**config.mk**
```make
export PLATFORM = sky130hd
export DESIGN_NAME = cve2_xif_offload_tracker
export DESIGN_NICKNAME = d
export VERILOG_FILES = /design/src/rtl/cve2_xif_pkg.sv /design/src/rtl/cve2_xif_prio_enc.sv /design/src/rtl/cve2_xif_offload_tracker.sv
export SDC_FILE = /design/constraint.sdc
export NUM_CORES = 1
export LEC_CHECK = 0
export BUFFER_PORTS_ARGS = -buffer_cell sky130_fd_sc_hd__buf_2
export CAP_MARGIN = 5
export CORE_MARGIN = 10
export CORE_UTILIZATION = 40
export DETAILED_ROUTE_END_ITERATION = 8
export GPL_TIMING_DRIVEN = 0
export HOLD_SLACK_MARGIN = 0.08
export PLACE_DENSITY = 0.65
export RECOVER_POWER = 25
export SYNTH_ARGS = -nofsm -noshare
export SYNTH_HDL_FRONTEND = slang
export SYNTH_SLANG_ARGS = --single-unit
export TNS_END_PERCENT = 10
```
**constraint.sdc**
```tcl
create_clock -name clk_i -period 2.2 [get_ports clk_i]
set_input_delay 0.22 -clock clk_i [delete_from_list [all_inputs] [get_ports clk_i]]
set_output_delay 0.22 -clock clk_i [all_outputs]
set_load 0.01 [all_outputs]
```
**src/rtl/cve2_xif_pkg.sv**
```systemverilog
// Shared types and helpers for the CVE2 XIF offload tracker.
package cve2_xif_pkg;

  // Upper bound on tracker depth supported by this implementation.
  localparam int unsigned XIF_MAX_OUTSTANDING = 16;

  // One tracker slot. The wb field is always two bits wide. Bit 1 is only
  // ever set when register-pair writeback is enabled.
  typedef struct packed {
    logic       valid;
    logic       committed;
    logic [4:0] rd;
    logic [1:0] wb;
  } xif_entry_t;

  // Expand a register index to a 32-bit one-hot mask.
  function automatic logic [31:0] rd_onehot(input logic [4:0] rd);
    logic [31:0] mask;
    mask     = '0;
    mask[rd] = 1'b1;
    return mask;
  endfunction

endpackage

```
**src/rtl/cve2_xif_prio_enc.sv**
```systemverilog
// Lowest-set-bit encoder used to pick the next free offload ID.
module cve2_xif_prio_enc #(
  parameter int unsigned N     = 4,
  parameter int unsigned IDX_W = 2
) (
  input  logic [N-1:0]     req_i,
  output logic [IDX_W-1:0] idx_o,
  output logic             found_o
);

  // Scan from the top down so the lowest set bit wins last.
  always_comb begin
    idx_o   = '0;
    found_o = 1'b0;
    for (int i = int'(N) - 1; i >= 0; i--) begin
      if (req_i[i]) begin
        idx_o   = IDX_W'(i);
        found_o = 1'b1;
      end
    end
  end

endmodule

```
**src/rtl/cve2_xif_offload_tracker.sv**
```systemverilog
// Core-side tracker for XIF offloaded instructions: ID allocation,
// commit/kill/flush bookkeeping, result gating and the rd scoreboard.
module cve2_xif_offload_tracker
  import cve2_xif_pkg::*;
#(
  parameter int unsigned X_ID_WIDTH        = 4,
  parameter int unsigned X_NUM_OUTSTANDING = 4,
  parameter int unsigned X_DUALWRITE       = 0,
  localparam int unsigned WB_W  = X_DUALWRITE + 1,
  localparam int unsigned CNT_W = $clog2(X_NUM_OUTSTANDING + 1)
) (
  input  logic                  clk_i,
  input  logic                  rst_ni,
  input  logic                  issue_valid_i,
  input  logic                  issue_ready_i,
  input  logic                  issue_accept_i,
  input  logic [WB_W-1:0]       issue_writeback_i,
  input  logic [4:0]            issue_rd_i,
  output logic [X_ID_WIDTH-1:0] issue_id_o,
  output logic                  issue_allow_o,
  input  logic                  commit_valid_i,
  input  logic [X_ID_WIDTH-1:0] commit_id_i,
  input  logic                  commit_kill_i,
  input  logic                  flush_i,
  input  logic                  result_valid_i,
  input  logic [X_ID_WIDTH-1:0] result_id_i,
  output logic                  result_ready_o,
  input  logic                  wb_stall_i,
  output logic [4:0]            result_rd_o,
  output logic [WB_W-1:0]       result_we_o,
  output logic [31:0]           rd_pending_o,
  output logic [CNT_W-1:0]      outstanding_o,
  output logic                  busy_o,
  output logic                  err_o
);

  xif_entry_t entry_q [X_NUM_OUTSTANDING];
  xif_entry_t entry_d [X_NUM_OUTSTANDING];
  xif_entry_t commit_e, result_e;
  logic [X_NUM_OUTSTANDING-1:0] free_vec;
  logic [X_ID_WIDTH-1:0] free_idx;
  logic free_found;
  logic issue_hs, issue_alloc, issue_full;
  logic commit_ok, commit_bad, result_ok, result_hs, result_bad;
  logic err_q;

  // Free-slot vector feeding the allocator.
  always_comb begin
    free_vec = '0;
    for (int i = 0; i < int'(X_NUM_OUTSTANDING); i++) free_vec[i] = ~entry_q[i].valid;
  end

  cve2_xif_prio_enc #(
    .N     (X_NUM_OUTSTANDING),
    .IDX_W (X_ID_WIDTH)
  ) u_free_enc (
    .req_i   (free_vec),
    .idx_o   (free_idx),
    .found_o (free_found)
  );

  // Look up the entries named by commit and result IDs; out-of-range IDs read as invalid.
  always_comb begin
    commit_e = '0;
    result_e = '0;
    for (int i = 0; i < int'(X_NUM_OUTSTANDING); i++) begin
      if (commit_id_i == X_ID_WIDTH'(i)) commit_e = entry_q[i];
      if (result_id_i == X_ID_WIDTH'(i)) result_e = entry_q[i];
    end
  end

  assign issue_hs       = issue_valid_i & issue_ready_i;
  assign issue_alloc    = issue_hs & issue_accept_i & free_found;
  assign issue_full     = issue_hs & ~free_found;
  assign commit_ok      = commit_valid_i & commit_e.valid & ~commit_e.committed;
  assign commit_bad     = commit_valid_i & ~commit_ok;
  assign result_ok      = result_e.valid & result_e.committed;
  assign result_ready_o = result_ok & ~wb_stall_i;
  assign result_hs      = result_valid_i & result_ready_o;
  assign result_bad     = result_valid_i & ~result_ok;

  assign issue_id_o    = free_idx;
  assign issue_allow_o = free_found;
  assign result_rd_o   = result_e.rd;
  assign result_we_o   = result_e.wb[WB_W-1:0] & {WB_W{result_hs}};
  assign err_o         = err_q;

  // Per-entry next state: commit first, then flush, then result; allocation only touches free slots.
  always_comb begin
    for (int i = 0; i < int'(X_NUM_OUTSTANDING); i++) begin
      entry_d[i] = entry_q[i];
      if (commit_ok && commit_id_i == X_ID_WIDTH'(i)) begin
        if (commit_kill_i) entry_d[i].valid     = 1'b0;
        else               entry_d[i].committed = 1'b1;
      end
      if (flush_i && entry_d[i].valid && !entry_d[i].committed) entry_d[i].valid = 1'b0;
      if (result_hs && result_id_i == X_ID_WIDTH'(i)) entry_d[i].valid = 1'b0;
      if (issue_alloc && free_idx == X_ID_WIDTH'(i)) begin
        entry_d[i].valid     = 1'b1;
        entry_d[i].committed = 1'b0;
        entry_d[i].rd        = issue_rd_i;
        entry_d[i].wb        = 2'(issue_writeback_i);
      end
    end
  end

  // Tracker state and sticky error; rd/wb payload is left out of reset since valid guards it.
  always_ff @(posedge clk_i or negedge rst_ni) begin
    if (!rst_ni) begin
      for (int i = 0; i < int'(X_NUM_OUTSTANDING); i++) begin
        entry_q[i].valid     <= 1'b0;
        entry_q[i].committed <= 1'b0;
      end
      err_q <= 1'b0;
    end else begin
      for (int i = 0; i < int'(X_NUM_OUTSTANDING); i++) entry_q[i] <= entry_d[i];
      err_q <= err_q | commit_bad | result_bad | issue_full;
    end
  end

  // Pending-writeback scoreboard and occupancy count from registered entries.
  always_comb begin
    rd_pending_o  = '0;
    outstanding_o = '0;
    for (int i = 0; i < int'(X_NUM_OUTSTANDING); i++) begin
      if (entry_q[i].valid) begin
        outstanding_o = outstanding_o + CNT_W'(1);
        if (entry_q[i].wb[0]) rd_pending_o = rd_pending_o | rd_onehot(entry_q[i].rd);
        if (X_DUALWRITE != 0 && entry_q[i].wb[1])
          rd_pending_o = rd_pending_o | rd_onehot(entry_q[i].rd | 5'd1);
      end
    end
    rd_pending_o[0] = 1'b0;
  end

  assign busy_o = (outstanding_o != '0);

endmodule

```
==> results.py <==
metrics = {
    "setup_path": {
        "cp.buffers_inverters": 3,
        "cp_cell_sequence": "buf_6, inv_4, ha_4, xor2_2, ha_1, mux2_4, or3_4, buf_6",
        "cp_top_family": "adder cells",
        "cp.depth": 8,
        "arrival_ns": 2.22,
        "reg2reg_from": "entry_q[26]$_DFF_PN0_",
        "cpMaxStageDelayCell": "dfrtp_1",
        "required_ns": 1.98,
        "rr_worst_depth": 4,
        "start_kind": "flip-flop",
        "path_class": "reg2out",
        "startpoint": "entry_q[26]$_DFF_PN0_",
        "cp_slowest_stage_delay_ns": 0.40,
        "crit_top_cell": "buf_6",
        "worst-path-max-fanout": 2,
        "worstSetupEndpointType": "primary output",
    },
    "yosys": {
        "synth.most_common_cell": "nand2_1",
        "ys.flop_type": "edfxtp_1",
        "ys_async_sr_fraction_pct": 27.27,
        "ys.warnings.count": 0,
        "yosysTopAreaCellShare_pct": 24.94,
        "synthTopCellsByArea": "edfxtp_1 25%, dfrtp_1 7.8%, a22oi_1 6.0%, o221ai_1 5.5%, mux2i_1 4.2%",
        "syn_inst": 322,
        "synth_commonest_cells": "28 x nand2_1, 24 x edfxtp_1, 24 x nor2_1",
        "synth_seq_cells": 33,
        "synth_edf_count": 24,
        "syn_area_um2": 2890,
        "synth_cell_types": 58,
        "yosysTopAreaCell": "edfxtp_1",
        "ys_seq_area_share_pct": 32.73,
        "avgSynthCellArea_um2": 8.976,
    },
    "timing": {
        "period_needed_ns": 2.436,
        "rsz0062_at_grt": "yes",
        "slew_headroom_pct": 58.21,
        "finalWorstSetupSlack_ns": -0.2362,
        "min_period_over_period_pct": 110.7,
        "worst_pin_slew_ns": 0.6268,
        "finalClockSkew_ns": 0.007646,
        "setup_viol": 1,
        "fmax_ghz": 0.4105,
        "report.final.slew_viol_count": 0,
        "finalHoldViolations": 0,
    },
    "clocking": {
        "h-tree-depth": 2,
        "clkSinkCount": 33,
        "clock_latency_ns": 0.27,
        "cts_made_buffers": 5,
        "cts_tree": "built",
        "clockBufferDepth": 2,
        "root_buffer": "clkbuf_8",
        "path_clk_slew_ns": 0.07,
    },
    "routing": {
        "routedWlPerCell_um": 19.69,
        "drt_iter0_markers": 307,
        "drt-pass1-iter-count": 5,
        "ant_nets": 0,
        "vias_per_cell": 6.143,
        "vias": 3090,
        "drc_errors": 0,
        "drt_wl_total_um": 9905,
    },
    "floorplan": {
        "die_h_um": 105.0,
        "dieWidth_um": 105.0,
        "ios": 73,
        "coreArea_um2": 6907,
        "rows": 30,
        "die_area_um2": 11030,
        "start_util_pct": 41.85,
    },
    "grt": {
        "grt_pass1_wl_um": 16200,
        "antenna_found_initial": 0,
        "gr-total-overflow": 0,
        "grt_start_max_net_pins": 14,
        "grt_pass1_vias": 3082,
        "gr-usage-all-layers_pct": 17.53,
    },
    "placement": {
        "gp_congestion": 0.9872,
        "dp_hpwl_um": 7439,
        "pre_cts_ws_ns": -0.2176,
        "io_buffers": 68,
    },
    "outcome": {
        "outcome": "complete, but fails checks",
        "violations": "setup timing",
    },
    "worst_hold_path": {
        "hold_class": "in2reg",
        "hold_start": "issue_rd_i[4]",
        "holdPathStages": 1,
    },
    "power_and_ir_drop": {
        "p_leak_uw": 0.001446,
        "ir_worst_vdd_uv": 269.3,
        "p_total_uw": 1307,
        "p_per_area_nw_per_um2": 363.7,
    },
    "finish": {
        "final_util_pct": 52.05,
        "antenna_cells": 0,
        "layout.nets": 433,
        "syn_to_final_growth_pct": 24.37,
        "drive_gt1_share_pct": 31.70,
    },
    "job": {
        "cap_violations": 0,
    },
}
[registers in the layout, summed over array words and instances (netlist names)]
| name | flops |
|---|---|
| entry_q | 32 |
| err_o | 1 |
[power breakdown]
group / internal [uW] / switching, uW
clock network: 219 / 208
registers: 675 / 6.38
logic: 90.4 / 109
[cell usage in the layout (no fill, tap or decap), types with 6 or more instances in the layout]
cell type	n
a22oi_1	23
nand3_1	12
clkbuf_1	11
nand2_1	28
a221o_1	6
nor3b_1	9
dfrtp_1	9
edfxtp_1	24
nor3_1	6
o22ai_1	10
inv_1	7
a21oi_1	9
o221ai_1	18
buf_2	73
nor2_1	21
buf_4	10
and3b_1	7
nand3b_1	9
mux2i_1	12
[per-layer routing]
metal | track usage [%] | part of all wire (%) | vias up
met5 | 0 | 0 | -
met4 | 7.059 | 1.7 | 0
met3 | 3.256 | 9.9 | 16
met2 | 27.31 | 46 | 180
met1 | 23.25 | 42 | 1460
li1 | - | - | 1434
[what timing repair did]
action / CTS / global route
hold buffers: 1 / 0
cloned: 0 / 0
setup endpoints to repair: 7 / 32
setup buffers: 6 / 0
endpoints found under the hold margin: 9 / 0
resized for setup: 10 / 11
pin swaps: 4 / 4
[final timing paths]
path / endpoint / slack (ns)
max in group asynchronous: entry_q[25]$_DFF_PN0_ / 1.32
worst min-delay path: entry_q[6]$_DFFE_PP_ / 0.21
worst max-delay path: busy_o / -0.24
worst max register to register: entry_q[24]$_DFFE_PP_ / 0.37
worst min register to register: err_o$_DFF_PN0_ / 0.62
min in group asynchronous: entry_q[26]$_DFF_PN0_ / 0.47
[metrics by stage]
step,std cells,setup TNS [ns],cell area [um2],hold WS [ns]
6_report,503,-0.2362,3595,0.2073
3_3_place_gp,488,-0.1863,3371,0.09917
2_1_floorplan,324,0,2910,-0.07559
4_1_cts,503,-0.2310,3551,0.1471
5_1_grt,503,-0.3164,3595,0.2261
3_5_place_dp,488,-0.2176,3371,0.1016
[kinds of logic after synthesis]
group / Yosys count / share of synthesized area, %
flip-flops: 33 / 32.73
adder cells (fa/ha/maj): 3 / 1.299
multiplexers: 13 / 4.546
AND/OR/NAND/NOR: 144 / 29.96
XOR/XNOR: 3 / 0.9093
other: 1 / 0.1297
AO/OA/AOI/OAI: 90 / 24.07
buffers and inverters: 35 / 6.363
[cell type report]
type / count / area (um2)
plain buffers: 26 / 157.7
clock buffers: 6 / 72.57
clock inverters: 2 / 10.01
fillers: 682 / 3312
inverters: 9 / 41.29
multi-input cells: 256 / 1851
flip-flops and latches: 33 / 945.9
well taps: 96 / 120.1
repair buffers: 75 / 396.6
(Power assumes the default switching activity.)
